**src/rtl/cpu_pkg.sv**
```systemverilog
// cpu_pkg: definitions shared by the Mini SRC program-counter and branch logic.
//   - Branch-condition codes carried in IR[20:19].
//   - Field positions of the condition code inside IR.
//   - Branch sequencer state encoding (IDLE -> CALC -> COMMIT).
package cpu_pkg;

  // Branch-condition codes (IR[IR_C2_HI:IR_C2_LO]).
  localparam logic [1:0] BR_ZR = 2'b00;  // branch if register == 0
  localparam logic [1:0] BR_NZ = 2'b01;  // branch if register != 0
  localparam logic [1:0] BR_PL = 2'b10;  // branch if register >= 0 (sign clear)
  localparam logic [1:0] BR_MI = 2'b11;  // branch if register <  0 (sign set)

  // Position of the condition code inside the instruction register.
  localparam int IR_C2_HI = 20;
  localparam int IR_C2_LO = 19;

  // Branch sequencer states.
  typedef enum logic [1:0] {
    IDLE   = 2'd0,
    CALC   = 2'd1,
    COMMIT = 2'd2
  } br_state_e;

endpackage

```
**src/rtl/pc_branch_unit_if.sv**
```systemverilog
// pc_branch_unit_if: groups the datapath-facing signals of pc_branch_unit.
//   master modport : the control unit / datapath side that drives requests.
//   slave modport  : pc_branch_unit itself.
// Signals:
//   ir, bus_in       instruction register and bus contents (condition operand)
//   con_in           latch the evaluated condition into con_q
//   pc_in, pc_inc    load PC from bus_in / increment PC
//   br_go            single-cycle strobe starting a branch sequence
//   pc_out, con_q    current PC and latched condition
//   br_busy          sequence in progress
//   br_done          one-cycle completion pulse; br_taken is valid with it
//   br_state         sequencer state, exported for observation
//   br_taken_cnt,    taken / not-taken counters, present only when
//   br_nottaken_cnt  PC_BRANCH_STATS_EN is defined
//
// Handshake: br_go is sampled only while br_busy is low; a sampled br_go
// raises br_busy on the next cycle, and exactly one br_done pulse (with
// br_taken) follows for that request. br_go while br_busy is high is ignored.
interface pc_branch_unit_if #(
  parameter int WIDTH = 32
);
  import cpu_pkg::*;

  logic [WIDTH-1:0] ir;
  logic [WIDTH-1:0] bus_in;
  logic             con_in;
  logic             pc_in;
  logic             pc_inc;
  logic             br_go;
  logic [WIDTH-1:0] pc_out;
  logic             con_q;
  logic             br_busy;
  logic             br_done;
  logic             br_taken;
  br_state_e        br_state;
`ifdef PC_BRANCH_STATS_EN
  logic [15:0]      br_taken_cnt;
  logic [15:0]      br_nottaken_cnt;
`endif

  modport master (
    output ir, bus_in, con_in, pc_in, pc_inc, br_go,
    input  pc_out, con_q, br_busy, br_done, br_taken, br_state
`ifdef PC_BRANCH_STATS_EN
    , input br_taken_cnt, br_nottaken_cnt
`endif
  );

  modport slave (
    input  ir, bus_in, con_in, pc_in, pc_inc, br_go,
    output pc_out, con_q, br_busy, br_done, br_taken, br_state
`ifdef PC_BRANCH_STATS_EN
    , output br_taken_cnt, br_nottaken_cnt
`endif
  );

endinterface

```
**src/rtl/br_cond_eval.sv**
```systemverilog
// br_cond_eval: combinational branch-condition evaluation.
//   c2    in  2      condition code from IR[20:19]
//   value in  WIDTH  register value under test (bus contents)
//   cond  out 1      1 when the condition holds
// Kept separate so the control unit can reuse the same decode.
module br_cond_eval
  import cpu_pkg::*;
#(
  parameter int WIDTH = 32
) (
  input  logic [1:0]       c2,
  input  logic [WIDTH-1:0] value,
  output logic             cond
);

  always_comb begin
    cond = 1'b0;
    case (c2)
      BR_ZR:   cond = (value == '0);
      BR_NZ:   cond = (value != '0);
      BR_PL:   cond = ~value[WIDTH-1];
      BR_MI:   cond = value[WIDTH-1];
      default: cond = 1'b0;
    endcase
  end

endmodule

```
**src/rtl/pc_branch_unit.sv**
```systemverilog
// pc_branch_unit: Mini SRC program counter with conditional-branch sequencer.
//   clk  system clock, rising edge
//   clr  asynchronous active-high reset
//   bif  pc_branch_unit_if.slave (ir, bus_in, con_in, pc_in, pc_inc, br_go in;
//        pc_out, con_q, br_busy, br_done, br_taken, br_state out)
// Branch sequence: IDLE --br_go--> CALC (target = PC + sext(C)) --> COMMIT
// (PC <= target when con_q) --> IDLE. br_done/br_taken are high during COMMIT.
// PC write priority per cycle: pc_in > taken COMMIT redirect > pc_inc.
// Optional: define PC_BRANCH_STATS_EN to add saturating 16-bit taken /
// not-taken counters (br_taken_cnt, br_nottaken_cnt on the interface).
module pc_branch_unit
  import cpu_pkg::*;
#(
  parameter int               WIDTH    = 32,
  parameter int               OFFSET_W = 19,
  parameter logic [WIDTH-1:0] RESET_PC = '0
) (
  input  logic              clk,
  input  logic              clr,
  pc_branch_unit_if.slave   bif
);

  br_state_e        state_q;
  logic [WIDTH-1:0] pc_q;
  logic [WIDTH-1:0] target_q;
  logic             con_q;
  logic             done_q;
  logic             taken_q;
  logic             cond;
  logic             con_next;
  logic             redirect;
  logic [WIDTH-1:0] offset_sext;
  logic             unused_ir_bits;
`ifdef PC_BRANCH_STATS_EN
  logic [15:0]      taken_cnt_q;
  logic [15:0]      nottaken_cnt_q;
`endif

  br_cond_eval #(.WIDTH(WIDTH)) u_cond (
    .c2    (bif.ir[IR_C2_HI:IR_C2_LO]),
    .value (bif.bus_in),
    .cond  (cond)
  );

  assign offset_sext    = {{(WIDTH-OFFSET_W){bif.ir[OFFSET_W-1]}}, bif.ir[OFFSET_W-1:0]};
  assign unused_ir_bits = ^bif.ir[WIDTH-1:IR_C2_HI+1];

  // Value con_q will hold after this edge; COMMIT must see a con_in issued
  // during CALC, so br_taken is registered from this rather than from con_q.
  assign con_next = bif.con_in ? cond : con_q;
  assign redirect = (state_q == COMMIT) && con_q;

  always_ff @(posedge clk or posedge clr) begin
    if (clr) begin
      state_q  <= IDLE;
      pc_q     <= RESET_PC;
      target_q <= '0;
      con_q    <= 1'b0;
      done_q   <= 1'b0;
      taken_q  <= 1'b0;
`ifdef PC_BRANCH_STATS_EN
      taken_cnt_q    <= '0;
      nottaken_cnt_q <= '0;
`endif
    end else begin
      con_q   <= con_next;
      done_q  <= 1'b0;
      taken_q <= 1'b0;

      case (state_q)
        IDLE: begin
          if (bif.br_go) state_q <= CALC;
        end
        CALC: begin
          target_q <= pc_q + offset_sext;
          state_q  <= COMMIT;
          // Registered completion flags land in the COMMIT cycle.
          done_q   <= 1'b1;
          taken_q  <= con_next;
        end
        COMMIT: begin
          state_q <= IDLE;
`ifdef PC_BRANCH_STATS_EN
          if (con_q) begin
            if (taken_cnt_q != 16'hFFFF) taken_cnt_q <= taken_cnt_q + 16'd1;
          end else begin
            if (nottaken_cnt_q != 16'hFFFF) nottaken_cnt_q <= nottaken_cnt_q + 16'd1;
          end
`endif
        end
        default: state_q <= IDLE;
      endcase

      // Lower-priority PC requests are dropped, not queued.
      if (bif.pc_in)
        pc_q <= bif.bus_in;
      else if (redirect)
        pc_q <= target_q;
      else if (bif.pc_inc)
        pc_q <= pc_q + {{(WIDTH-1){1'b0}}, 1'b1};
    end
  end

  assign bif.pc_out   = pc_q;
  assign bif.con_q    = con_q;
  assign bif.br_busy  = (state_q != IDLE);
  assign bif.br_done  = done_q;
  assign bif.br_taken = taken_q;
  assign bif.br_state = state_q;
`ifdef PC_BRANCH_STATS_EN
  assign bif.br_taken_cnt    = taken_cnt_q;
  assign bif.br_nottaken_cnt = nottaken_cnt_q;
`endif

endmodule
```
**src/flat_wrapper.sv**
```systemverilog
// flat-port wrapper written by rule: the top's interface ports become plain ports
module pc_branch_unit_flat import cpu_pkg::*;
#(
  parameter int               WIDTH    = 32,
  parameter int               OFFSET_W = 19,
  parameter logic [WIDTH-1:0] RESET_PC = '0
)
  (clk, clr, bif_ir, bif_bus_in, bif_con_in, bif_pc_in, bif_pc_inc, bif_br_go, bif_pc_out, bif_con_q, bif_br_busy, bif_br_done, bif_br_taken, bif_br_state);
  pc_branch_unit_if #(.WIDTH(WIDTH)) bif_i ();
  input  logic clk;
  input  logic clr;
  input wire logic [$bits(bif_i.ir)-1:0] bif_ir;
  input wire logic [$bits(bif_i.bus_in)-1:0] bif_bus_in;
  input wire logic [$bits(bif_i.con_in)-1:0] bif_con_in;
  input wire logic [$bits(bif_i.pc_in)-1:0] bif_pc_in;
  input wire logic [$bits(bif_i.pc_inc)-1:0] bif_pc_inc;
  input wire logic [$bits(bif_i.br_go)-1:0] bif_br_go;
  output wire logic [$bits(bif_i.pc_out)-1:0] bif_pc_out;
  output wire logic [$bits(bif_i.con_q)-1:0] bif_con_q;
  output wire logic [$bits(bif_i.br_busy)-1:0] bif_br_busy;
  output wire logic [$bits(bif_i.br_done)-1:0] bif_br_done;
  output wire logic [$bits(bif_i.br_taken)-1:0] bif_br_taken;
  output wire logic [$bits(bif_i.br_state)-1:0] bif_br_state;
  assign bif_i.ir = bif_ir;
  assign bif_i.bus_in = bif_bus_in;
  assign bif_i.con_in = bif_con_in;
  assign bif_i.pc_in = bif_pc_in;
  assign bif_i.pc_inc = bif_pc_inc;
  assign bif_i.br_go = bif_br_go;
  assign bif_pc_out = bif_i.pc_out;
  assign bif_con_q = bif_i.con_q;
  assign bif_br_busy = bif_i.br_busy;
  assign bif_br_done = bif_i.br_done;
  assign bif_br_taken = bif_i.br_taken;
  assign bif_br_state = bif_i.br_state;
  pc_branch_unit #(.WIDTH(WIDTH), .OFFSET_W(OFFSET_W), .RESET_PC(RESET_PC)) u_core (.clk(clk), .clr(clr), .bif(bif_i));
endmodule
```
**config.mk**
```make
export PLATFORM = sky130hd
export DESIGN_NAME = pc_branch_unit_flat
export DESIGN_NICKNAME = d
export VERILOG_FILES = /design/src/rtl/cpu_pkg.sv /design/src/rtl/pc_branch_unit_if.sv /design/src/rtl/br_cond_eval.sv /design/src/rtl/pc_branch_unit.sv /design/src/flat_wrapper.sv
export SDC_FILE = /design/constraint.sdc
export NUM_CORES = 1
export LEC_CHECK = 0
export BUFFER_PORTS_ARGS = -buffer_cell sky130_fd_sc_hd__buf_2
export CORE_MARGIN = 8
export CORE_UTILIZATION = 39
export DETAILED_ROUTE_END_ITERATION = 7
export GPL_ROUTABILITY_DRIVEN = 0
export SYNTH_ARGS = -nofsm -noshare
export SYNTH_HDL_FRONTEND = slang
export SYNTH_SLANG_ARGS = --single-unit
export TNS_END_PERCENT = 20
```
**constraint.sdc**
```tcl
create_clock -name clk -period 5.7 [get_ports clk]
set_input_delay 0.285 -clock clk [delete_from_list [all_inputs] [get_ports clk]]
set_output_delay 0.285 -clock clk [all_outputs]
set_load 0.05 [all_outputs]
```
Yosys cells after proc, flatten, opt, wreduce, memory -nomap -nowiden
Index checks and enable logic that the tools add are counted.
{"block": "totals", "ff_bits": 69, "inputBits": 70, "out_inout_bits": 38, "wordCells": 31}
{"block": "op_classes", "addsub": 2, "eq_ne": 6, "muxes": 9, "n_bitwise": 1, "n_reduce_logical": 7}
{"op": "$mux W32", "count": 3}
{"op": "$add A32 B1 Y32 const B", "count": 1}
{"op": "$add A32 B32 Y32", "count": 1}
{"op": "$logic_not A32 Y1", "count": 1}
{"op": "$reduce_bool A32 Y1", "count": 1}
{"op": "$eq A2 B2 Y1 const B", "count": 3}
{"op": "$eq A2 B1 Y1 const B", "count": 2}
{"op": "$logic_not A2 Y1", "count": 2}
{"op": "$pmux W1 S4", "count": 1}
{"op": "$pmux W2 S2", "count": 1}
{"op": "$mux W1", "count": 3}
{"op": "$reduce_bool A3 Y1", "count": 1}
{"op": "$mux W2", "count": 1}
{"op": "$ne A2 B2 Y1 const B", "count": 1}
{"op": "$reduce_bool A2 Y1", "count": 1}
{"op": "$logic_and A1 B1 Y1", "count": 1}
{"op": "$not A1 Y1", "count": 1}

Depth between registers and ports, before layout
Gate-level depths: netlist of the first run.
{"block": "logic_depth", "ltp_word": 4, "ltp_mapped": 9, "mapped_depth_nobuf": 9}

Modules after synthesis
Synthesis of the first run repeated with hierarchy kept, for this count alone.
{"block": "hier_totals", "hier_cells": 694, "hier_area_um2": 5447.7}
{"mod": "pc_branch_unit", "instances": 1, "cells_each": 679, "area_each_um2": 5352.6, "seq_area_each_um2": 1726.7}
{"mod": "br_cond_eval", "instances": 1, "cells_each": 15, "area_each_um2": 95.1, "seq_area_each_um2": 0.0}

Least setup slack after synthesis of the first run
OpenSTA, ideal clock, no wires.
{"block": "synth_timing", "path_kind": "flip-flop to flip-flop", "start": "register u_core.pc_q[0], in the netlist u_core.bif.pc_out[0]", "end": "register u_core.target_q[28]", "setup_time_ns": 0.133, "arrival_time_ns": 2.490, "required_time_ns": 5.567, "slack_ns": 3.077, "path_stages_with_launch": 10, "path_buffers": 0, "period_less_slack_ns": 2.623, "cell_sequence": "dfrtp_1 -> ha_1 -> fa_1 -> a21o_1 -> a211o_1 -> nand2_1 -> o21ai_1 -> a311oi_1 -> xor2_1 -> o21ai_0"}
{"block": "synth_between", "elab_chain_cells": 1}
{"element": "start: declaration", "line": "pc_branch_unit.sv:24", "text": "logic [WIDTH-1:0] pc_q;"}
{"element": "start signal: assignment", "line": "pc_branch_unit.sv:96", "text": "pc_q <= bif.bus_in;"}
{"element": "start signal: assignment", "line": "pc_branch_unit.sv:98", "text": "pc_q <= target_q;"}
{"element": "start signal: assignment", "line": "pc_branch_unit.sv:100", "text": "pc_q <= pc_q + {{(WIDTH-1){1'b0}}, 1'b1};"}
{"element": "$add A32 B32 Y32", "line": "pc_branch_unit.sv:75", "text": "target_q <= pc_q + offset_sext;"}
{"element": "end signal: assignment", "line": "pc_branch_unit.sv:75"}
{"element": "end: declaration", "line": "pc_branch_unit.sv:25", "text": "logic [WIDTH-1:0] target_q;"}
No other way between the ends.
A chain may end at the register's enable or synchronous reset.

Worst setup path in the final report of the first run
Same ends and word-level chain as after synthesis.

==> results of run 1 <==
## layer usage
metal	track usage, %	vias up	part of all wire [%]
li1	-	2695	-
met1	26.2	2560	47
met2	29.6	192	45
met3	3.16	19	6.7
met4	6.36	0	1.5
met5	0	-	0
## final cells by class
class | count | area (sq um) | share of cell area [%]
clock inverter | 4 | 22.5 | 0.354
inverter | 14 | 52.6 | 0.825
timing repair buffer | 101 | 518 | 8.14
clock buffer | 12 | 256 | 4.03
multi-input combinational | 582 | 3560 | 56.0
tap | 180 | 225 | 3.54
sequential | 69 | 1730 | 27.1
## stage by stage
stage                     setup slack, ns  power [mW]
after detailed placement             2.88        1.72
after floorplan                      3.08        1.46
final                                2.84        2.26
after CTS                            2.87        2.26
after global routing                 2.65        2.41
after global placement               2.89        1.70
## sequential cells by signal, indices dropped and copies added (netlist names)
register and cells:
u_core.bif.br_done 1, u_core.bif.br_state 2, u_core.bif.br_taken 1, u_core.bif.con_q 1, u_core.bif.pc_out 32, u_core.target_q 32
## power by group through the flow
| stage | Combinational, mW | Sequential, mW | Clock, mW |
|---|---|---|---|
| 6_report | 0.928 | 0.794 | 0.534 |
| 5_1_grt | 1.03 | 0.815 | 0.560 |
| 3_5_place_dp | 0.923 | 0.796 | 0 |
| 4_1_cts | 0.928 | 0.789 | 0.541 |
| 2_1_floorplan | 0.567 | 0.893 | 0 |
| 3_3_place_gp | 0.909 | 0.792 | 0 |
## critical path: cells and delay by family, from the launching register on
family	cells	cell delay [ns]
flops	1	0.47
fa+ha+maj	2	0.69
simple gates	1	0.20
xor+xnor	1	0.18
compound gates	5	1.17
## cells in the final DEF (no fill, tap or decap), drive strengths merged, types with 4 or more instances in the layout
master  netlist  layout
a21oi        74      74
a21o         13      13
buf           9     101
ha           32      32
and4          7       7
nor4         10      10
inv          14      14
mux2i         4       4
and2          4       4
xor2         25      25
nor2         67      67
nor3          8       8
a211oi       20      20
nand3        26      26
xnor2        22      22
o21ai        67      67
or3           4       4
nand2       112     112
o211ai        8       8
dfrtp        69      69
nand2b        5       5
nand4        14      14
and3         10      10
clkbuf       29      12
## kinds of logic after synthesis
kind of cell,count (synthesis),share of synthesized area (%)
compound gates,222,25.0
xor+xnor,47,7.50
fa+ha+maj,33,7.66
buf+inv,52,3.72
flops,69,31.5
mux,4,0.730
simple gates,276,23.9
## how the worst max path moves through the flow
stage / start / end / cells past startpoint
finish: u_core.bif.pc_out[0] / u_core.target_q[28] / 9
floorplan: u_core.bif.pc_out[0] / u_core.target_q[28] / 9
global placement: u_core.bif.pc_out[0] / u_core.target_q[28] / 9
detailed placement: u_core.bif.pc_out[0] / u_core.target_q[20] / 9
CTS: u_core.bif.pc_out[0] / u_core.target_q[20] / 9
global route: u_core.bif.pc_out[0] / u_core.target_q[28] / 9
## synthesized netlist by cell type (5+ instances only)
| cell type | instances | area share, % |
|---|---|---|
| a21oi_1 | 74 | 6.7 |
| nand2b_1 | 5 | 0.57 |
| nor4_1 | 8 | 0.91 |
| a21o_1 | 13 | 1.8 |
| buf_2 | 6 | 0.55 |
| o21ai_0 | 58 | 5.3 |
| xor2_1 | 25 | 4.0 |
| o211ai_1 | 8 | 1.1 |
| nor3_1 | 8 | 0.73 |
| a211oi_1 | 20 | 2.7 |
| nor2_1 | 67 | 4.6 |
| xnor2_1 | 22 | 3.5 |
| clkbuf_1 | 28 | 1.9 |
| o21ai_1 | 9 | 0.82 |
| nand4_1 | 13 | 1.5 |
| dfrtp_1 | 69 | 31 |
| ha_1 | 32 | 7.3 |
| inv_1 | 14 | 0.96 |
| nand3_1 | 25 | 2.3 |
| and4_1 | 7 | 1.1 |
| nand2_1 | 112 | 7.7 |
| and3_1 | 10 | 1.1 |
==> flow_summary.toml, run 1 <==
[pwr]
switching_power_mw = 0.976
comb_power_share_pct = 41.1
intPower_mw = 1.28
pwr-share-seq_pct = 35.2
power_density_nw_per_um2 = 355
irDropWorstVdd_uv = 184
power.leakage_nw = 2.88
p_clk_share_pct = 23.7
swShare_pct = 43.3

[placed_design]
placed_cell_area_sq_um = 6090
io_buffers = 96
dp_hpwl_mm = 12.9
place_inst = 946

[floorplanning]
num_rows = 43
core_area_sq_um = 13800
die_w_um = 135
dieArea_sq_um = 18100
dieHeight_um = 135
io_pins = 108
start_util_pct = 39.7

[setup_path]
path_cells = "ha_1 -> fa_1 -> a21o_1 -> a211o_1 -> nand2_1 -> o21ai_1 -> a311oi_1 -> xor2_1 -> o21ai_0"
reg2reg_depth = 9
max_stage_delay_ns = 0.47
required_ns = 5.89
start_kind = "flop"
end_kind = "flop"
r2r-end = "u_core.target_q[28]"
rrSetupSlack_ns = 2.84
path_class = "flop to flop"
crit_slowest_cell = "dfrtp_1"
arrival_ns = 3.05
r2r_start = "u_core.bif.pc_out[0]"
cp_max_fo = 7

[timing]
rsz0062_at_grt = "no"
fmax_mhz = 349
worst_pin_slew_ns = 1.01
maxSlewHeadroom_pct = 32.4
whs_ns = 0.149
finalClockSkew_ns = 0.00586
maxSlewViolCount = 0
setup_viol = 0
setup_tns_ns = 0
fin_crit_ns = 2.86
finalHoldViolCount = 0
fin_crit_sh_pct = 50.2

[detailed_routing]
dr_total_vias = 5466
drt.antenna.violating_nets = 0
drc = 0
drt_wl_total_mm = 17.3
viasPerCell = 5.68
dr.pass1.iters = 5
first_iter_violations = 494
wire_per_inst_um = 17.9

[synth]
yosysSeqAreaShare_pct = 31.5
synth_warnings = 0
synth_edf_count = 0
syn-cell-area_sq_um = 5490
ys_types = 62
async_flop_share_pct = 100
syn_inst = 703
synth_nets = 806
synth_seq_cells = 69
synth.avg_cell_area_sq_um = 7.81
synth_ff_type = "dfrtp_1"

[global_route]
grt_util_all_layers_pct = 19.1
grt_pass1_vias = 5290
grt_pass1_wl_mm = 27.9
grt_overflow = 0
grt_max_degree = 70
antenna_found_initial = 0

[clock_tree]
cts_tree = "done"
post_cts_buffers = 0
clkTransAtPathRegs_ns = 0.06
clockRootBuffer = "clkbuf_16"
cts_resized = 0
cts_num_sinks = 69
clock_latency_ns = 0.34
clockBufferDepth = 2
cts_buffers = 9
h-tree-depth = 3
hold_buffers = 0

[final_layout]
fill_cells = 1358
final_core_util_pct = 46.0
drive_gt1_share_pct = 16.9
syn_to_final_growth_pct = 16.0
fin_area_sq_um = 6370
antenna_cells = 0
nets = 880
fin_cells = 962

[hold_path]
hold-path-endpoint = "u_core.bif.con_q"
min_path_type = "input port to flop"
hp-start = "bif_con_in"
whs_path_depth = 2

[outcome]
outcome = "complete, no violations"

[job]
drv_cap = 0
Power figures use the tool's default switching activity.
==> inputs of run 2 (changes only) <==
Settings changed: ABC_AREA set to 1.
Clock period 5.7 ns to 2.4 ns, I/O delays scaled along.
==> flow_summary.toml, run 2 <==
[timing]
maxSlewHeadroom_pct = 20.8
whs_ns = 0.0276
fmax_mhz = 471
setup_viol = 0
finalClockSkew_ns = 0.00753
maxSlewViolCount = 0
layout_setup_ws_ns = 0.278
finalHoldViolCount = 0
rsz0062_at_grt = "no"
worst_pin_slew_ns = 1.19
setup_tns_ns = 0
fin_crit_ns = 2.12
fin_crit_sh_pct = 88.4

[clock_tree]
clkTransAtPathRegs_ns = 0.06
clockRootBuffer = "clkbuf_16"
post_cts_buffers = 0
clockBufferDepth = 2
cts_resized = 0
clock_latency_ns = 0.35
h-tree-depth = 3
cts_num_sinks = 69
hold_buffers = 2
cts_tree = "done"
cts_buffers = 9

[setup_path]
required_ns = 2.62
crit_top_cell = "nand3_1"
arrival_ns = 2.34
start_kind = "flop"
end_kind = "flop"
reg2reg_depth = 10
r2r-end = "u_core.target_q[20]"
r2r_start = "u_core.bif.pc_out[0]"
max_stage_delay_ns = 0.46
crit_slowest_cell = "fa_1"
path_class = "flop to flop"
path_cells = "ha_1 -> fa_1 -> nand3_1 -> nand3_1 -> nand3_1 -> nand3_1 -> nand2_1 -> nand3_1 -> nand3_1 -> o21ai_0"
cp_num_buf_inv = 0
rrSetupSlack_ns = 0.28
cp_max_fo = 4
cp_top_family = "simple AND/OR/NAND/NOR gates"

[synth]
muxShareOfSynthArea_pct = 0
synthTopCellsByArea = "dfrtp_1, nand2_1, inv_1"
synth-xor-area-share_pct = 3.03
synth_seq_cells = 69
async_flop_share_pct = 100
synth.avg_cell_area_sq_um = 5.96
synth_top_family_by_area = "simple AND/OR/NAND/NOR gates"
synth_area_leader_cell = "dfrtp_1"
synth-compound-area-share_pct = 10.5
yosys.area_share.adder_pct = 6.33
syn-cell-area_sq_um = 6640
synth_top_area_share_pct = 26.0
synth_edf_count = 0
synthTopCellsByCount = "nand2_1, inv_1, nor2_1"
synth_warnings = 0
syn_inst = 1115
synth_most_common_cell = "nand2_1"
synth_ff_type = "dfrtp_1"
synth_nets = 1218
synth-simple-area-share_pct = 43.2
yosysSeqAreaShare_pct = 26.0
ys_types = 41

[final_layout]
syn_to_final_growth_pct = 17.9
layout_commonest_cell = "nand2_1"
fill_cells = 1811
drive_gt1_share_pct = 14.6
antenna_cells = 0
nets = 1330
final_cell_mix = "nand2_1, inv_1, nor2_1"

[global_route]
grt_overflow = 0
antenna_found_initial = 0
grt_pass1_vias = 6492
grt_max_degree = 46
grt_pass1_wl_mm = 34.8
grt_util_all_layers_pct = 20.5

[detailed_routing]
dr.pass1.iters = 5
drt.antenna.violating_nets = 0
dr_total_vias = 7059
drc = 0
first_iter_violations = 592
wire_per_inst_um = 15.2
drt_wl_total_mm = 22.0
viasPerCell = 4.86

[floorplanning]
num_rows = 47
core_area_sq_um = 16600
dieArea_sq_um = 21500
die_w_um = 147
dieHeight_um = 147
io_pins = 108
start_util_pct = 39.9

[pwr]
power_density_nw_per_um2 = 872
irDropWorstVdd_uv = 348
power.leakage_nw = 4.41

[hold_path]
whs_path_depth = 3
hp-start = "bif_bus_in[2]"
hold-path-endpoint = "u_core.bif.pc_out[2]"
min_path_type = "input port to flop"

[placed_design]
dp_hpwl_mm = 17.8
io_buffers = 96
pre_cts_ws_ns = 0.283

[job]
drv_cap = 0

[outcome]
outcome = "complete, no violations"
[run 2: cell types whose count changed after synthesis, moves of 21 or more]
cell,change
nand2_1,+306
nand3_1,+60
inv_1,+148
nor2_1,+52
o21ai_0,-21
xor2_1,-21
[run 2: layout make-up]
class                      instances  area [sq um]  share of cell area [%]
inverter                         165           619                    7.91
sequential                        69          1730                    22.1
clock buffer                      11           243                    3.10
timing repair buffer             125           716                    9.14
tap                              220           275                    3.52
clock inverter                     5          60.1                   0.767
multi-input combinational        857          4190                    53.5
[run 2: worst max-delay path by stage]
stage / startpoint / to / slack [ns] / cells past startpoint
floorplan: u_core.bif.pc_out[0] / u_core.target_q[20] / 0.26 / 10
global placement: u_core.bif.pc_out[0] / u_core.target_q[20] / 0.29 / 10
detailed placement: u_core.bif.pc_out[0] / u_core.target_q[20] / 0.28 / 10
CTS: u_core.bif.pc_out[0] / u_core.target_q[20] / 0.27 / 10
global route: u_core.bif.pc_out[0] / u_core.target_q[28] / 0.12 / 10
finish: u_core.bif.pc_out[0] / u_core.target_q[20] / 0.28 / 10
[run 2: report_power, final]
part,switching (mW),internal (mW)
logic,2.37,1.13
clock network,0.538,0.835
registers,0.388,1.56
total,3.30,3.53
[run 2: metrics by stage]
| stage | power [mW] | util (%) | instances | instance area (sq um) |
|---|---|---|---|---|
| after CTS | 6.83 | 47.0 | 1452 | 7830 |
| after detailed placement | 5.43 | 45.1 | 1434 | 7510 |
| after global routing | 7.37 | 47.0 | 1452 | 7830 |
| final | 6.83 | 47.0 | 1452 | 7830 |
| after floorplan | 4.37 | - | 1115 | 6640 |
| after global placement | 5.40 | 45.1 | 1434 | 7510 |
[run 2: cells by family (layout without fill, tap and decap cells)]
group                      after synthesis  after routing
and+or+nand+nor                        673            673
AOI/OAI and AO/OA                      128            128
DFF                                     69             69
adders and majority gates               33             33
xor gates and xnor gates                23             23
buffers and inverters                  189            306
[run 2: per-layer routing]
layer  global-route usage (%)  routed length [um]
met4                     7.11                 456
met5                        0                   0
met3                     3.00                1200
met1                     30.1               11300
met2                     29.8                9070
[run 2: tightest hold or removal path: stages]
cell,delay (ns)
buf_2,0.09
o211ai_1,0.08
nand2_1,0.06
